`config.mk`:
```
export PLATFORM = sky130hd
export DESIGN_NAME = release_parking_slot_flat
export DESIGN_NICKNAME = d
export VERILOG_FILES = /design/src/rtl/parking_pkg.sv /design/src/rtl/release_parking_slot_if.sv /design/src/rtl/slot_timer.sv /design/src/rtl/release_parking_slot.sv /design/src/flat_wrapper.sv
export SDC_FILE = /design/constraint.sdc
export NUM_CORES = 1
export LEC_CHECK = 0
export BUFFER_PORTS_ARGS = -buffer_cell sky130_fd_sc_hd__buf_2
export CAP_MARGIN = 20
export CORE_MARGIN = 5
export CORE_UTILIZATION = 25
export CTS_CLUSTER_SIZE = 12
export DETAILED_ROUTE_END_ITERATION = 12
export GPL_ROUTABILITY_DRIVEN = 0
export PLACE_DENSITY = 0.49
export SYNTH_ARGS = -nofsm -noshare
export SYNTH_HDL_FRONTEND = slang
export SYNTH_SLANG_ARGS = --single-unit
```
`constraint.sdc`:
```
create_clock -name clk -period 3.3 [get_ports clk]
set_input_delay 0.33 -clock clk [delete_from_list [all_inputs] [get_ports clk]]
set_output_delay 0.33 -clock clk [all_outputs]
set_load 0.01 [all_outputs]
```
`src/rtl/parking_pkg.sv`:
```
// Shared definitions for the exit-side parking slot release logic.
// Contents: slot count, default fee width, FSM state encodings, and a
// highest-set-bit helper used to pick the departing car's slot.
package parking_pkg;

  localparam int unsigned SLOT_COUNT    = 8;
  localparam int unsigned DEFAULT_FEE_W = 8;
  localparam int unsigned STATE_W       = 3;

  localparam logic [2:0] ST_IDLE    = 3'd0;
  localparam logic [2:0] ST_CHECK   = 3'd1;
  localparam logic [2:0] ST_RELEASE = 3'd2;
  localparam logic [2:0] ST_GATE    = 3'd3;
  localparam logic [2:0] ST_ERR     = 3'd4;

  // Index of the highest set bit; 0 when the vector is empty.
  function automatic logic [2:0] hsb_index(input logic [7:0] v);
    logic [2:0] idx;
    idx = 3'd0;
    for (int i = 0; i < 8; i++) begin
      if (v[i]) idx = 3'(i);
    end
    return idx;
  endfunction

endpackage

```
`src/rtl/release_parking_slot_if.sv`:
```
// Exit-lane / occupancy-register bus of release_parking_slot.
// master: exit-lane request logic and occupancy register side.
// slave : release_parking_slot itself.
// Optional macro GATE_SENSOR_EN adds the car_passed sensor input.
interface release_parking_slot_if #(
  parameter int unsigned FEE_W = 8
);
  logic             exit_valid;
  logic             exit_ready;
  logic [7:0]       leave_location;
  logic [7:0]       parking_capacity;
  logic [7:0]       new_capacity;
  logic             capacity_we;
  logic [FEE_W-1:0] fee;
  logic             fee_valid;
  logic             gate_open;
  logic             exit_err;
`ifdef GATE_SENSOR_EN
  logic             car_passed;

  modport master (
    output exit_valid, leave_location, parking_capacity, car_passed,
    input  exit_ready, new_capacity, capacity_we, fee, fee_valid, gate_open, exit_err
  );

  modport slave (
    input  exit_valid, leave_location, parking_capacity, car_passed,
    output exit_ready, new_capacity, capacity_we, fee, fee_valid, gate_open, exit_err
  );
`else
  modport master (
    output exit_valid, leave_location, parking_capacity,
    input  exit_ready, new_capacity, capacity_we, fee, fee_valid, gate_open, exit_err
  );

  modport slave (
    input  exit_valid, leave_location, parking_capacity,
    output exit_ready, new_capacity, capacity_we, fee, fee_valid, gate_open, exit_err
  );
`endif
endinterface

```
`src/rtl/slot_timer.sv`:
```
// Per-slot occupancy timer: cleared while the slot is empty, otherwise
// counts fee units on each tick and saturates at all-ones.
// Ports: clk, reset (async, active-high), occupied, tick -> count.
module slot_timer #(
  parameter int unsigned FEE_W = 8
) (
  input  logic             clk,
  input  logic             reset,
  input  logic             occupied,
  input  logic             tick,
  output logic [FEE_W-1:0] count
);

  localparam logic [FEE_W-1:0] COUNT_MAX = '1;

  always_ff @(posedge clk or posedge reset) begin
    if (reset) begin
      count <= '0;
    end else if (!occupied) begin
      count <= '0;
    end else if (tick && (count != COUNT_MAX)) begin
      count <= count + FEE_W'(1);
    end
  end

endmodule

```
`src/rtl/release_parking_slot.sv`:
```
// Frees a departing car's slot in the 8-bit occupancy map, reports its
// parking fee (elapsed fee units, saturating) and pulses the exit gate.
// Ports: clk, reset (async, active-high), bus (release_parking_slot_if.slave):
//   exit_valid/exit_ready request handshake, leave_location (highest set bit
//   selects the slot), parking_capacity in, new_capacity/capacity_we
//   write-back, fee/fee_valid, gate_open, exit_err.
// Optional macro GATE_SENSOR_EN: gate closes on car_passed or after a
// 4*GATE_CYCLES timeout instead of after GATE_CYCLES fixed cycles.
module release_parking_slot
  import parking_pkg::*;
#(
  parameter int unsigned TICKS_PER_UNIT = 16,
  parameter int unsigned GATE_CYCLES    = 4,
  parameter int unsigned FEE_W          = DEFAULT_FEE_W
) (
  input logic                   clk,
  input logic                   reset,
  release_parking_slot_if.slave bus
);

`ifdef GATE_SENSOR_EN
  localparam int unsigned GATE_LIMIT = 4 * GATE_CYCLES;
`else
  localparam int unsigned GATE_LIMIT = GATE_CYCLES;
`endif
  localparam int unsigned PRESC_W = (TICKS_PER_UNIT > 1) ? $clog2(TICKS_PER_UNIT) : 1;
  localparam int unsigned GCNT_W  = (GATE_LIMIT > 1) ? $clog2(GATE_LIMIT) : 1;

  // Fee-unit prescaler; the wrap cycle is the unit tick.
  logic [PRESC_W-1:0] presc;
  logic               tick;

  assign tick = (presc == PRESC_W'(TICKS_PER_UNIT - 1));

  always_ff @(posedge clk or posedge reset) begin
    if (reset) begin
      presc <= '0;
    end else if (tick) begin
      presc <= '0;
    end else begin
      presc <= presc + PRESC_W'(1);
    end
  end

  // One occupancy timer per slot.
  logic [FEE_W-1:0] timer [SLOT_COUNT];

  for (genvar g = 0; g < SLOT_COUNT; g++) begin : g_slot
    slot_timer #(
      .FEE_W(FEE_W)
    ) u_timer (
      .clk      (clk),
      .reset    (reset),
      .occupied (bus.parking_capacity[g]),
      .tick     (tick),
      .count    (timer[g])
    );
  end

  // FSM and registered outputs.
  logic [STATE_W-1:0] state, state_next;
  logic [2:0]         slot_q, slot_d;
  logic               no_slot_q, no_slot_d;
  logic [GCNT_W-1:0]  gate_cnt, gate_cnt_d;
  logic               gate_done;
  logic [7:0]         sel_mask;

  logic               ready_q, ready_d;
  logic               we_q, we_d;
  logic               fee_valid_q, fee_valid_d;
  logic               gate_q, gate_d;
  logic               err_q, err_d;
  logic [7:0]         new_cap_q, new_cap_d;
  logic [FEE_W-1:0]   fee_q, fee_d;

  assign sel_mask = 8'(1) << slot_q;

`ifdef GATE_SENSOR_EN
  assign gate_done = bus.car_passed || (gate_cnt == GCNT_W'(GATE_LIMIT - 1));
`else
  assign gate_done = (gate_cnt == GCNT_W'(GATE_LIMIT - 1));
`endif

  always_ff @(posedge clk or posedge reset) begin
    if (reset) begin
      state       <= ST_IDLE;
      slot_q      <= '0;
      no_slot_q   <= 1'b0;
      gate_cnt    <= '0;
      ready_q     <= 1'b1;
      we_q        <= 1'b0;
      fee_valid_q <= 1'b0;
      gate_q      <= 1'b0;
      err_q       <= 1'b0;
      new_cap_q   <= '0;
      fee_q       <= '0;
    end else begin
      state       <= state_next;
      slot_q      <= slot_d;
      no_slot_q   <= no_slot_d;
      gate_cnt    <= gate_cnt_d;
      ready_q     <= ready_d;
      we_q        <= we_d;
      fee_valid_q <= fee_valid_d;
      gate_q      <= gate_d;
      err_q       <= err_d;
      new_cap_q   <= new_cap_d;
      fee_q       <= fee_d;
    end
  end

  // Outputs are derived from the next state so they line up with it.
  always_comb begin
    state_next = state;
    slot_d      = slot_q;
    no_slot_d   = no_slot_q;
    gate_cnt_d  = gate_cnt;
    new_cap_d   = new_cap_q;
    fee_d       = fee_q;

    case (state)
      ST_IDLE: begin
        if (bus.exit_valid && ready_q) begin
          slot_d     = hsb_index(bus.leave_location);
          no_slot_d  = (bus.leave_location == 8'h00);
          state_next = ST_CHECK;
        end
      end
      ST_CHECK: begin
        // Occupancy seen here decides the outcome; the timer value taken
        // is the one before any coincident tick lands.
        if (no_slot_q || !bus.parking_capacity[slot_q]) begin
          state_next = ST_ERR;
        end else begin
          state_next = ST_RELEASE;
          new_cap_d  = bus.parking_capacity & ~sel_mask;
          fee_d      = timer[slot_q];
        end
      end
      ST_RELEASE: begin
        state_next = ST_GATE;
        gate_cnt_d = '0;
      end
      ST_GATE: begin
        if (gate_done) begin
          state_next = ST_IDLE;
        end else begin
          gate_cnt_d = gate_cnt + GCNT_W'(1);
        end
      end
      ST_ERR: begin
        state_next = ST_IDLE;
      end
      default: begin
        state_next = ST_IDLE;
      end
    endcase

    ready_d     = (state_next == ST_IDLE);
    we_d        = (state_next == ST_RELEASE);
    fee_valid_d = (state_next == ST_RELEASE);
    gate_d      = (state_next == ST_GATE);
    err_d       = (state_next == ST_ERR);
  end

  assign bus.exit_ready   = ready_q;
  assign bus.capacity_we  = we_q;
  assign bus.fee_valid    = fee_valid_q;
  assign bus.gate_open    = gate_q;
  assign bus.exit_err     = err_q;
  assign bus.new_capacity = new_cap_q;
  assign bus.fee          = fee_q;

endmodule

```
`src/flat_wrapper.sv`:
```
// flat-port wrapper written by rule: the top's interface ports become plain ports
module release_parking_slot_flat import parking_pkg::*;
#(
  parameter int unsigned TICKS_PER_UNIT = 16,
  parameter int unsigned GATE_CYCLES    = 4,
  parameter int unsigned FEE_W          = DEFAULT_FEE_W
)
  (clk, reset, bus_exit_valid, bus_leave_location, bus_parking_capacity, bus_exit_ready, bus_new_capacity, bus_capacity_we, bus_fee, bus_fee_valid, bus_gate_open, bus_exit_err);
  release_parking_slot_if #(.FEE_W(FEE_W)) bus_i ();
  input logic clk;
  input logic reset;
  input wire logic [$bits(bus_i.exit_valid)-1:0] bus_exit_valid;
  input wire logic [$bits(bus_i.leave_location)-1:0] bus_leave_location;
  input wire logic [$bits(bus_i.parking_capacity)-1:0] bus_parking_capacity;
  output wire logic [$bits(bus_i.exit_ready)-1:0] bus_exit_ready;
  output wire logic [$bits(bus_i.new_capacity)-1:0] bus_new_capacity;
  output wire logic [$bits(bus_i.capacity_we)-1:0] bus_capacity_we;
  output wire logic [$bits(bus_i.fee)-1:0] bus_fee;
  output wire logic [$bits(bus_i.fee_valid)-1:0] bus_fee_valid;
  output wire logic [$bits(bus_i.gate_open)-1:0] bus_gate_open;
  output wire logic [$bits(bus_i.exit_err)-1:0] bus_exit_err;
  assign bus_i.exit_valid = bus_exit_valid;
  assign bus_i.leave_location = bus_leave_location;
  assign bus_i.parking_capacity = bus_parking_capacity;
  assign bus_exit_ready = bus_i.exit_ready;
  assign bus_new_capacity = bus_i.new_capacity;
  assign bus_capacity_we = bus_i.capacity_we;
  assign bus_fee = bus_i.fee;
  assign bus_fee_valid = bus_i.fee_valid;
  assign bus_gate_open = bus_i.gate_open;
  assign bus_exit_err = bus_i.exit_err;
  release_parking_slot #(.TICKS_PER_UNIT(TICKS_PER_UNIT), .GATE_CYCLES(GATE_CYCLES), .FEE_W(FEE_W)) u_core (.clk(clk), .reset(reset), .bus(bus_i));
endmodule
```
==> key figures <==
GRT
  – GRT Total Usage: 11.4%
  – Largest net degree at the start of global routing: 54
  – Initial antenna violation count: 0
  – First-pass GRT wire length: 21600 um
  – GRT overflow: 0
  – Vias in the first global route: 4038

Clocking
  – CTS root buf: clkbuf_16
  – Clock-pin slew on the worst setup and hold paths: 70 ps
  – TritonCTS buffer count: 9
  – CTS tree: done
  – H-tree Lvls: 3
  – Clock Sinks: 97
  – Gates resized, CTS repair: 0
  – Post-CTS Setup Bufs: 0
  – Buffers from clock root to sink, at most: 2
  – CTS Hold Bufs: 0
  – Clock latency on the worst-skew pair: 350 ps

Die
  – Initial Util: 25.2%
  – Die X: 155 um
  – Core Box Area: 0.0209 mm^2
  – Die area: 0.0241 mm^2
  – Chip Height: 155 um
  – I/O pin cnt: 40
  – Std-Cell Rows: 53

Synthesis
  – Post-synth top area share: 45.6%
  – Post-synth EDFFs: 0
  – Area leader, netlist: dfrtp_1
  – Synth async-reset ratio: 100%
  – Mapped cell area: 0.00526 mm^2
  – Syn Inst Count: 506
  – Synth Warn #: 0
  – Ranking of synthesized cells by area: dfrtp_1, mux4_2, nand2_1, mux2i_1, nor2_1
  – Synth Flop Type: dfrtp_1
  – Register area share after synthesis: 46.1%
  – Seq cells post-synth: 97
  – Distinct cells, synth: 51
  – Top cells by count, synth: dfrtp_1, nand2_1, nor2_1, a21oi_1
  – Most common cell in the netlist: dfrtp_1
  – Net Count, Synth: 535
  – Syn avg cell area: 10.4 um^2

STA
  – Setup TNS: 0 ps
  – Final Hold Fails: 0
  – Slew margin rel.: 48.6%
  – Final Setup Violations: 0
  – Max Clk Rate: 398 MHz
  – RSZ-0062 raised after global routing: no
  – Tcrit/Tclk final: 76.2%
  – Final worst path period need: 2510 ps
  – Clk_skew: 7.87 ps
  – Post-Route Hold Slack: 46.4 ps
  – Slew Limit Fails: 0
  – Worst slew pin tran: 751 ps

Routing
  – Avg Vias per Cell: 4.91
  – Wire per inst: 16.1 um
  – Routed via count: 4055
  – Pre-antenna DRT Iters: 5
  – WL final: 13300 um
  – ANT nets after route: 0
  – DRT iter0 DRCs: 243
  – DRC viols: 0

Worst setup path
  – Worst Path Max Fanout: 15
  – CP endpoint kind: register
  – Setup CP Type: register to register
  – Crit path launch type: register
  – WP data required: 3570 ps
  – WP data arrival: 2780 ps

Finish
  – Multi-input gate area in the final layout: 0.00265 mm^2
  – Antenna cells: 0
  – Register Area: 0.00243 mm^2
  – Layout cells sized above 1: 18.0%
  – Fillers: 2192
  – Nets: 575
  – Area Growth Syn to Fin: 16.0%

Power
  – Pwr/cell area: 568 mW/mm^2
  – Worst vdd ir: 0.236 mV
  – Static Leakage: 2.68 nW

Place
  – DP Wirelength: 9910 um
  – PortBufs: 39

Run status
  – Status: complete, no violations

Min path
  – HP Class: input pin to asynchronous set/reset pin

Job
  – Max-cap viol count: 0
-- power by group --
group | total [mW] | internal (mW) | switching [mW]
Clock | 1.20 | 0.741 | 0.460
Sequential | 1.48 | 1.32 | 0.159
Combinational | 0.786 | 0.376 | 0.410
Total | 3.47 | 2.44 | 1.03
-- worst max-delay path, cell delays in order, from the launching register on --
cell and delay, ps:
dfrtp_1 390, ha_1 290, and3_1 660, o21ai_1 430, or4_1 500, a21oi_1 160
-- flip-flops by register name (all words and copies together) (netlist names) --
signal,count
u_core.state,3
u_core.presc,4
u_core.bus.exit_err,1
u_core.bus.exit_ready,1
u_core.bus.new_capacity,8
u_core.g_slot.u_timer.count,64
u_core.gate_cnt,2
u_core.no_slot_q,1
u_core.bus.capacity_we,1
u_core.bus.gate_open,1
u_core.bus.fee,8
u_core.slot_q,3
-- cells in the final DEF, fill, tap and decap left out, types with 8 or more instances in the layout --
cell type and n:
dfrtp_1 96, nand2_1 53, nor2_1 42, buf_2 39, a21oi_1 31, nand3_1 21, inv_1 20, o21ai_0 17
mux2i_1 16, mux4_2 16, xor2_1 15, and3_1 12, nand4_1 11, o31ai_1 10, or4_1 10, xnor2_1 10
o211ai_1 10, ha_1 10, clkbuf_16 9, mux2_4 8, mux2_2 8
-- through the flow --
| stage | setup WS, ps | cell area (um^2) | utilization (%) | std cells | total power [mW] |
|---|---|---|---|---|---|
| after floorplan | 438 | 5260 | - | 506 | 2.09 |
| after global placement | 880 | 5760 | 27.6 | 810 | 2.28 |
| after detailed placement | 790 | 5760 | 27.6 | 810 | 2.30 |
| after CTS | 765 | 6100 | 29.2 | 826 | 3.53 |
| after global routing | 596 | 6100 | 29.2 | 826 | 3.65 |
| final | 786 | 6100 | 29.2 | 826 | 3.47 |
-- kinds of logic (layout without fill, tap and decap cells) --
family | count (synthesis) | in the layout | synth area share, %
muxes | 48 | 48 | 13.9
and+or+nand+nor | 187 | 187 | 17.8
adders and majority gates | 10 | 10 | 2.38
xor gates and xnor gates | 25 | 25 | 4.16
AOI/OAI and AO/OA | 99 | 99 | 12.1
DFF | 97 | 97 | 46.1
buffers and inverters | 40 | 85 | 3.52
-- metal layers --
layer | GRT usage, % | vias to the layer above | routed length [um]
li1 | - | 1943 | -
met5 | 0 | - | 0
met3 | 1.86 | 20 | 585
met4 | 5.38 | 0 | 348
met1 | 14.9 | 1986 | 6150
met2 | 18.6 | 106 | 6210
-- cell type report --
type	count	area share, %
sequential	97	39.8
multi-input combinational	369	43.4
inverter	25	1.58
clock buffer	9	3.69
clock inverter	7	1.91
timing repair buffer	44	4.02
tap	275	5.64
-- path summary, 6_finish.rpt --
kind	endpoint	from	depth (start not counted)	slack, ps
worst min register to register	u_core.presc[0]	u_core.presc[0]	1	500
max in group asynchronous	u_core.bus.exit_ready	reset	3	2510
min in group clk	u_core.g_slot[0].u_timer.count[3]	bus_parking_capacity[0]	3	250
worst max-delay path	u_core.g_slot[2].u_timer.count[7]	u_core.presc[0]	5	790
worst min-delay path	u_core.g_slot[5].u_timer.count[5]	reset	2	50
worst max register to register	u_core.g_slot[2].u_timer.count[7]	u_core.presc[0]	5	790
Note: power is estimated with default switching activity, not from simulation.
